$ cat src/rtl/mxu_out_row_fifo_pkg.sv
// mxu_out_row_fifo_pkg: array geometry, PE command encoding and row type shared by the output row FIFO
package mxu_out_row_fifo_pkg;
  localparam int ARRAY_DIMENSION = 4;
  localparam int FLOAT_SIZE = 16;
  localparam int PE_COMMAND_WIDTH = 4;
  localparam logic [PE_COMMAND_WIDTH-1:0] PE_CMD_OUTPUT = 4'h6;
  typedef logic [ARRAY_DIMENSION-1:0][FLOAT_SIZE-1:0] Out_Row;
endpackage

$ cat src/rtl/mxu_out_row_fifo_credit.sv
// row_credit_counter: tracks output rows in flight through the array and issues credits to the sequencer
module row_credit_counter #(
  parameter int DEPTH = 8
) (
  input  logic                       clk,
  input  logic                       rst,
  input  logic                       issue_out,
  input  logic                       arrive,
  input  logic                       err_clear,
  input  logic [$clog2(DEPTH+1)-1:0] count,
  output logic                       can_issue,
  output logic                       err_orphan,
  output logic                       err_credit
);
  localparam int CW = $clog2(DEPTH + 1);
  logic [CW-1:0] in_flight;
  logic [CW:0] total;
  logic empty, full;
  assign empty = in_flight == '0;
  assign full = in_flight == CW'(DEPTH);
  assign total = {1'b0, count} + {1'b0, in_flight};
  assign can_issue = total < (CW + 1)'(DEPTH);
  // Net of issue minus arrive, clamped to [0, DEPTH]
  always_ff @(posedge clk or posedge rst) begin
    if (rst) begin
      in_flight <= '0;
      err_orphan <= 1'b0;
      err_credit <= 1'b0;
    end else begin
      if (issue_out & ~arrive & ~full) in_flight <= in_flight + 1'b1;
      else if (arrive & ~issue_out & ~empty) in_flight <= in_flight - 1'b1;
      err_orphan <= (arrive & empty) | (err_orphan & ~err_clear);
      err_credit <= (issue_out & ~can_issue) | (err_credit & ~err_clear);
    end
  end
endmodule

$ cat src/rtl/mxu_out_row_fifo.sv
// mxu_out_row_fifo: captures de-skewed output rows into a credited show-ahead FIFO for writeback
module mxu_out_row_fifo
  import mxu_out_row_fifo_pkg::*;
#(
  parameter int NUM_DATA = ARRAY_DIMENSION,
  parameter int DATA_SIZE = FLOAT_SIZE,
  parameter int DEPTH = 8
) (
  input  logic                          clk,
  input  logic                          rst,
  input  logic [NUM_DATA*DATA_SIZE-1:0] row_data,
  input  logic [PE_COMMAND_WIDTH-1:0]   row_command,
  input  logic                          issue_out,
  output logic                          can_issue,
  output logic                          out_valid,
  input  logic                          out_ready,
  output logic [NUM_DATA*DATA_SIZE-1:0] out_data,
  output logic [$clog2(DEPTH+1)-1:0]    count,
  input  logic                          err_clear,
  output logic                          err_overflow,
  output logic                          err_orphan,
  output logic                          err_credit
);
  localparam int W = NUM_DATA * DATA_SIZE;
  localparam int PW = $clog2(DEPTH);
  localparam int CW = $clog2(DEPTH + 1);
  logic [W-1:0] mem [DEPTH];
  logic [PW-1:0] wr_ptr, rd_ptr;
  logic arrive, push, pop;
  assign arrive = row_command == PE_CMD_OUTPUT;
  assign out_valid = count != '0;
  assign pop = out_valid & out_ready;
  // A full FIFO still accepts a row when the head leaves in the same cycle
  assign push = arrive & ((count < CW'(DEPTH)) | pop);
  assign out_data = mem[rd_ptr];
  always_ff @(posedge clk) begin
    if (push) mem[wr_ptr] <= row_data;
  end
  always_ff @(posedge clk or posedge rst) begin
    if (rst) begin
      wr_ptr <= '0;
      rd_ptr <= '0;
      count <= '0;
      err_overflow <= 1'b0;
    end else begin
      if (push) wr_ptr <= wr_ptr + 1'b1;
      if (pop) rd_ptr <= rd_ptr + 1'b1;
      count <= count + CW'(push) - CW'(pop);
      err_overflow <= (arrive & ~push) | (err_overflow & ~err_clear);
    end
  end
  row_credit_counter #(.DEPTH(DEPTH)) u_credit (
    .clk(clk),
    .rst(rst),
    .issue_out(issue_out),
    .arrive(arrive),
    .err_clear(err_clear),
    .count(count),
    .can_issue(can_issue),
    .err_orphan(err_orphan),
    .err_credit(err_credit)
  );
endmodule

$ cat config.mk
export PLATFORM = sky130hd
export DESIGN_NAME = mxu_out_row_fifo
export DESIGN_NICKNAME = d
export VERILOG_FILES = /design/src/rtl/mxu_out_row_fifo_pkg.sv /design/src/rtl/mxu_out_row_fifo_credit.sv /design/src/rtl/mxu_out_row_fifo.sv
export SDC_FILE = /design/constraint.sdc
export NUM_CORES = 1
export LEC_CHECK = 0
export CAP_MARGIN = 20
export CORE_MARGIN = 5
export CORE_UTILIZATION = 45
export DETAILED_ROUTE_END_ITERATION = 6
export GPL_TIMING_DRIVEN = 0
export MAX_ROUTING_LAYER = met4
export SKIP_LAST_GASP = 1
export SLEW_MARGIN = 5
export SYNTH_ARGS = -nofsm -noshare
export SYNTH_HDL_FRONTEND = slang
export SYNTH_SLANG_ARGS = --single-unit
$ cat constraint.sdc
create_clock -name clk -period 8 [get_ports clk]
set_input_delay 1.6 -clock clk [delete_from_list [all_inputs] [get_ports clk]]
set_output_delay 1.6 -clock clk [all_outputs]
set_load 0.01 [all_outputs]
---- After elaboration in Yosys (flattened, before gate mapping) ----
Memory sizes are Yosys's and may differ from the RTL's.
Index checks and enable logic that the tools add are counted.
cells by class
  shifts and indexed selects .............. 0
  eq/ne operators ......................... 2
  reductions and logical operators ........ 3
  bitwise operators ....................... 23
  add/subtract/negate cells ............... 7
  mux-type cells .......................... 4
  $lt $le $gt $ge ......................... 2
  $mul .................................... 0
  divide/modulo/power cells ............... 0
operators by type and width
  operator               count
  $and A1 B1 Y1          12
  $mux W4                2
  $not A1 Y1             7
  $add A3 B1 Y3 const B  2
  $add A4 B4 Y5          1
  $lt A5 B4 Y1 const B   1
  $add A4 B1 Y4          1
  $add A4 B1 Y4 const B  1
  $eq A4 B3 Y1 const B   1
  $eq A4 B4 Y1 const B   1
  $logic_not A4 Y1       1
  $lt A4 B4 Y1 const B   1
  $or A1 B1 Y1           4
  $reduce_bool A4 Y1     1
  $sub A4 B1 Y4          1
  $sub A4 B1 Y4 const B  1
  $mux W1                2
  $reduce_bool A2 Y1     1
storage, ports and cells
  memories ................................ 1
  word-level logic and storage cells ...... 49
  memory bits (writable) .................. 512
  input port bits ......................... 73
  register bits ........................... 17
  output and inout bits ................... 73
  latch bits .............................. 0
  ROM bits ................................ 0
memories
  name  words  bits a word  read ports  clocked after memory_dff  write ports  line                    source
  mem   8      64           1           0                         1            mxu_out_row_fifo.sv:27  logic [W-1:0] mem [DEPTH];

---- Depth between registers and ports, before layout ----
  depth after elaboration ................. 7
  depth in mapped cells ................... 12
  mapped depth without buffers ............ 12

---- Hierarchy ----
A second synthesis with hierarchy kept.
unflattened totals
  cells, all modules ...................... 838
  area total of the unflattened synthesis .. 20309.5 um2
by module, submodules not included
  module              area each (um2)  sequential area each (um2)  cells each  instances
  mxu_out_row_fifo    19856.5          15650.0                     800         1
  row_credit_counter  452.9            150.1                       38          1

---- Least setup slack after synthesis ----
No wires, ideal clock.
  kind .................................... input to register
  start ................................... input row_command[0]
  end ..................................... memory mem[1][0] in the netlist's numbering, enable pin
  stages on the path ...................... 4
  data arrival time ....................... 6.555 ns
  required time ........................... 7.435 ns
  path slack .............................. 0.881 ns
  path buffers ............................ 1
  setup time .............................. 0.565 ns
  cell sequence ........................... nor4bb_1 -> buf_2 -> nand3_1 -> nor3_1
between the ends
  cells in the longest elaborated chain, start to end .. 4
RTL lines
  what                           line                    source
  from (decl)                    mxu_out_row_fifo.sv:12  input logic [PE_COMMAND_WIDTH-1:0] row_command,
  $eq A4 B3 Y1                   mxu_out_row_fifo.sv:30  assign arrive = row_command == PE_CMD_OUTPUT;
  $and A1 B1 Y1                  mxu_out_row_fifo.sv:34  assign push = arrive & ((count < CW'(DEPTH)) | pop);
  $mux W1                        mxu_out_row_fifo.sv:37  if (push) mem[wr_ptr] <= row_data;
  $mux W1 (implied by the code)  mxu_out_row_fifo.sv:37
  to (decl)                      mxu_out_row_fifo.sv:27
No other way between the ends.

---- Final worst setup path ----
  start ................................... register rd_ptr[1]
  end ..................................... output out_data[47]
between the ends
  cells in the longest elaborated chain, start to end .. 1
RTL lines
  what                    line                    source
  from (decl)             mxu_out_row_fifo.sv:28  logic [PW-1:0] wr_ptr, rd_ptr;
  from (signal assigned)  mxu_out_row_fifo.sv:47  if (pop) rd_ptr <= rd_ptr + 1'b1;
  $mem_v2 Z8 W64          -
  to (decl)               mxu_out_row_fifo.sv:17  output logic [NUM_DATA*DATA_SIZE-1:0] out_data,
No other way between the ends.

==> results.py <==
metrics = {
    "critical_path": {
        "slowest_stage": "buf_1",
        "worstSetupPathType": "reg -> out",
        "critical_path.top_delay_family": "buffers and inverters",
        "crit_buf_inv": 3,
        "crit_start": "rd_ptr[1]",
        "cp.arrival_ps": 3320,
        "cp-start-kind": "flip-flop",
        "slowest_delay_ps": 730,
        "end_kind": "primary output",
        "crit_chain": "buf_2, buf_1, mux4_2, mux2_2, clkdlybuf4s50_1",
        "cp_max_fo": 10,
        "critPathRequiredTime_ps": 6400,
        "r2r_start": "count[2]",
    },
    "power_and_ir_drop": {
        "p_leak_uw": 0.00800,
        "power_density_nw_per_um2": 333,
        "ir_worst_vdd_mv": 0.192,
    },
    "synth": {
        "syn_area_per_cell_um2": 24.0,
        "synthTopCellsByCount": "edfxtp_1, mux4_2, mux2_2",
        "synth_top_area_share_pct": 75.9,
        "synth_edf_count": 512,
        "ys_warn_count": 0,
        "async_flop_share_pct": 3.21,
        "yosysUniqueCellTypes": 35,
        "synth_area_leaders": "edfxtp_1, mux4_2, mux2_2",
        "yosysSeqAreaShare_pct": 78.0,
        "synth_top_area_cell": "edfxtp_1",
        "synth_ff_type": "edfxtp_1",
        "synth_area_um2": 20300,
        "synth.ff_latch_count": 529,
        "syn_inst": 844,
        "yosysMostFrequentCell": "edfxtp_1",
        "synth_nets": 931,
    },
    "timing": {
        "finalWorstSetupSlack_ps": 3080,
        "worstMarginPinSlew_ps": 997,
        "fmax_mhz": 203,
        "fin_worst_skew_ps": 13.7,
        "finalMaxSlewViolations": 0,
        "hold_viol_final": 0,
        "grt_setup_unrepaired": "no",
        "min_period_ps": 4920,
        "layout_worst_path_cycle_share_pct": 61.5,
        "setup-violations-final": 0,
        "relSlewSlack_pct": 33.5,
    },
    "cts": {
        "cts_tree": "built",
        "root_buffer": "clkbuf_16",
        "clock_sinks": 529,
        "h-tree-depth": 2,
        "cts_setup_buffers": 0,
        "clk_latency_ps": 580,
        "cts_max_path_buffers": 3,
        "post_cts_resized": 0,
        "numCtsBuffers": 54,
        "cts_hold_buf": 0,
        "clk_pin_slew_ps": 60,
    },
    "global_route": {
        "track_usage_pct": 17.2,
        "grt_max_degree": 24,
        "grt_first_pass_wirelength_um": 62300,
        "grt_pass1_vias": 9846,
        "grt_overflow_total": 0,
        "antenna_found_initial": 5,
    },
    "finish": {
        "syn_to_final_growth_pct": 22.7,
        "layout-drive-gt1-share_pct": 29.9,
        "nets": 1166,
        "stdcell_count": 1721,
        "stdcell_area_um2": 24900,
    },
    "die": {
        "initial_core_util_pct": 45.6,
        "die_h_um": 222,
        "dieWidth_um": 222,
        "die-area_um2": 49400,
        "core_area_um2": 44400,
        "fp-row-count": 77,
        "pin_count": 146,
    },
    "detailed_routing": {
        "wire_per_inst_um": 23.9,
        "drt_iter0_drc": 663,
        "wirelength_um": 41100,
        "vias_per_cell": 5.37,
        "post-route-drc-count": 0,
        "first_pass_iters": 4,
        "ant_nets": 0,
        "num_vias": 9249,
    },
    "flow_run": {
        "max_cap_viol_count": 0,
    },
    "outcome": {
        "outcome": "complete, no violations",
    },
    "place": {
        "gp_congestion": 0.717,
        "pre_cts_ws_ps": 3000,
        "dpl.cell_count": 1615,
        "placed_area_um2": 23100,
        "io_buffers": 145,
        "dp.final_hpwl_um": 26400,
    },
    "worst_hold_path": {
        "min_path_type": "reg -> reg",
        "hold_path_startpoint": "wr_ptr[0]",
    },
}
[cell type report]
cell class                      instances  area (um^2)
Inverter                               13         48.8
Clock buffer                           72         1500
Tap cell                              592          741
Antenna cell                            5         12.5
Multi-Input combinational cell        266         4250
Buffer                                 36          230
Timing Repair Buffer                  179         2010
Fill cell                            3323        19500
Sequential cell                       529        15800
Clock inverter                         29          293
[metal layers]
layer / track usage [%] / part of all wire (%)
met5: - / 0
met4: 4.10 / 1.8
met1: 23.5 / 44
met2: 26.9 / 49
met3: 3.63 / 5.1
[final timing paths]
kind / slack, ps / endpoint / depth (start not counted)
max: 3080 / out_data[47] / 5
min: 530 / wr_ptr[0] / 1
max reg2reg: 4550 / mem[1][37] / 9
min reg2reg: 530 / wr_ptr[0] / 1
max in group asynchronous: 6150 / rd_ptr[2] / 2
min in group asynchronous: 1420 / u_credit.in_flight[1] / 2
[sequential cells by signal, indices dropped and copies added, names as in the netlist]
register	flops
mem	512
wr_ptr	3
u_credit.in_flight	4
err_overflow	1
u_credit.err_orphan	1
rd_ptr	3
count	4
u_credit.err_credit	1
[where the power goes]
group          leakage (uW)  internal [uW]  switching (uW)
registers           0.00481           3120            63.3
clock network      0.000887           1510            1010
logic               0.00230           1430            1150
[cells by family (layout without fill, tap and decap cells)]
family                   count (synthesis)  count (layout)  share of synthesized area [%]
adder cells (fa/ha/maj)                 14              14                          0.938
XOR/XNOR                                 9               9                          0.389
AO/OA/AOI/OAI                           16              16                          0.506
other                                    0               5                              0
buffers and inverters                   49             329                           1.38
flip-flops                             529             529                           78.0
multiplexers                           196             196                           18.0
AND/OR/NAND/NOR                         31              31                          0.790
[per-stage QoR]
step	hold slack [ps]	TNS, ps	total power [uW]	utilization, %
3_5_place_dp	521	0	5890	51.9
6_report	527	0	8280	56.0
5_1_grt	544	0	8670	56.0
4_1_cts	534	0	8430	56.0
3_3_place_gp	516	-1036480	5870	50.6
2_1_floorplan	485	0	4810	-
[placed cells by master, fill, tap and decap left out, types with 5 or more instances in the layout]
cell	instances
edfxtp_1	512
ha_1	12
mux2_2	66
buf_1	8
clkbuf_1	24
nor2_4	6
diode_2	5
inv_1	13
bufinv_16	6
buf_12	11
clkdlybuf4s50_1	145
buf_4	12
buf_16	7
mux4_2	129
clkinv_1	7
clkbuf_16	57
buf_6	17
dfrtp_1	17
nand2_1	6
xnor2_1	6
clkinv_2	14
[worst reg2reg max path: stages (launching register included)]
cell	delay, ps
dfrtp_1	370
inv_1	70
ha_1	180
nor3b_1	140
o21ai_0	530
nand3_1	410
nor3_2	780
buf_4	340
buf_6	170
buf_6	150
Power figures use the tool's default switching activity.
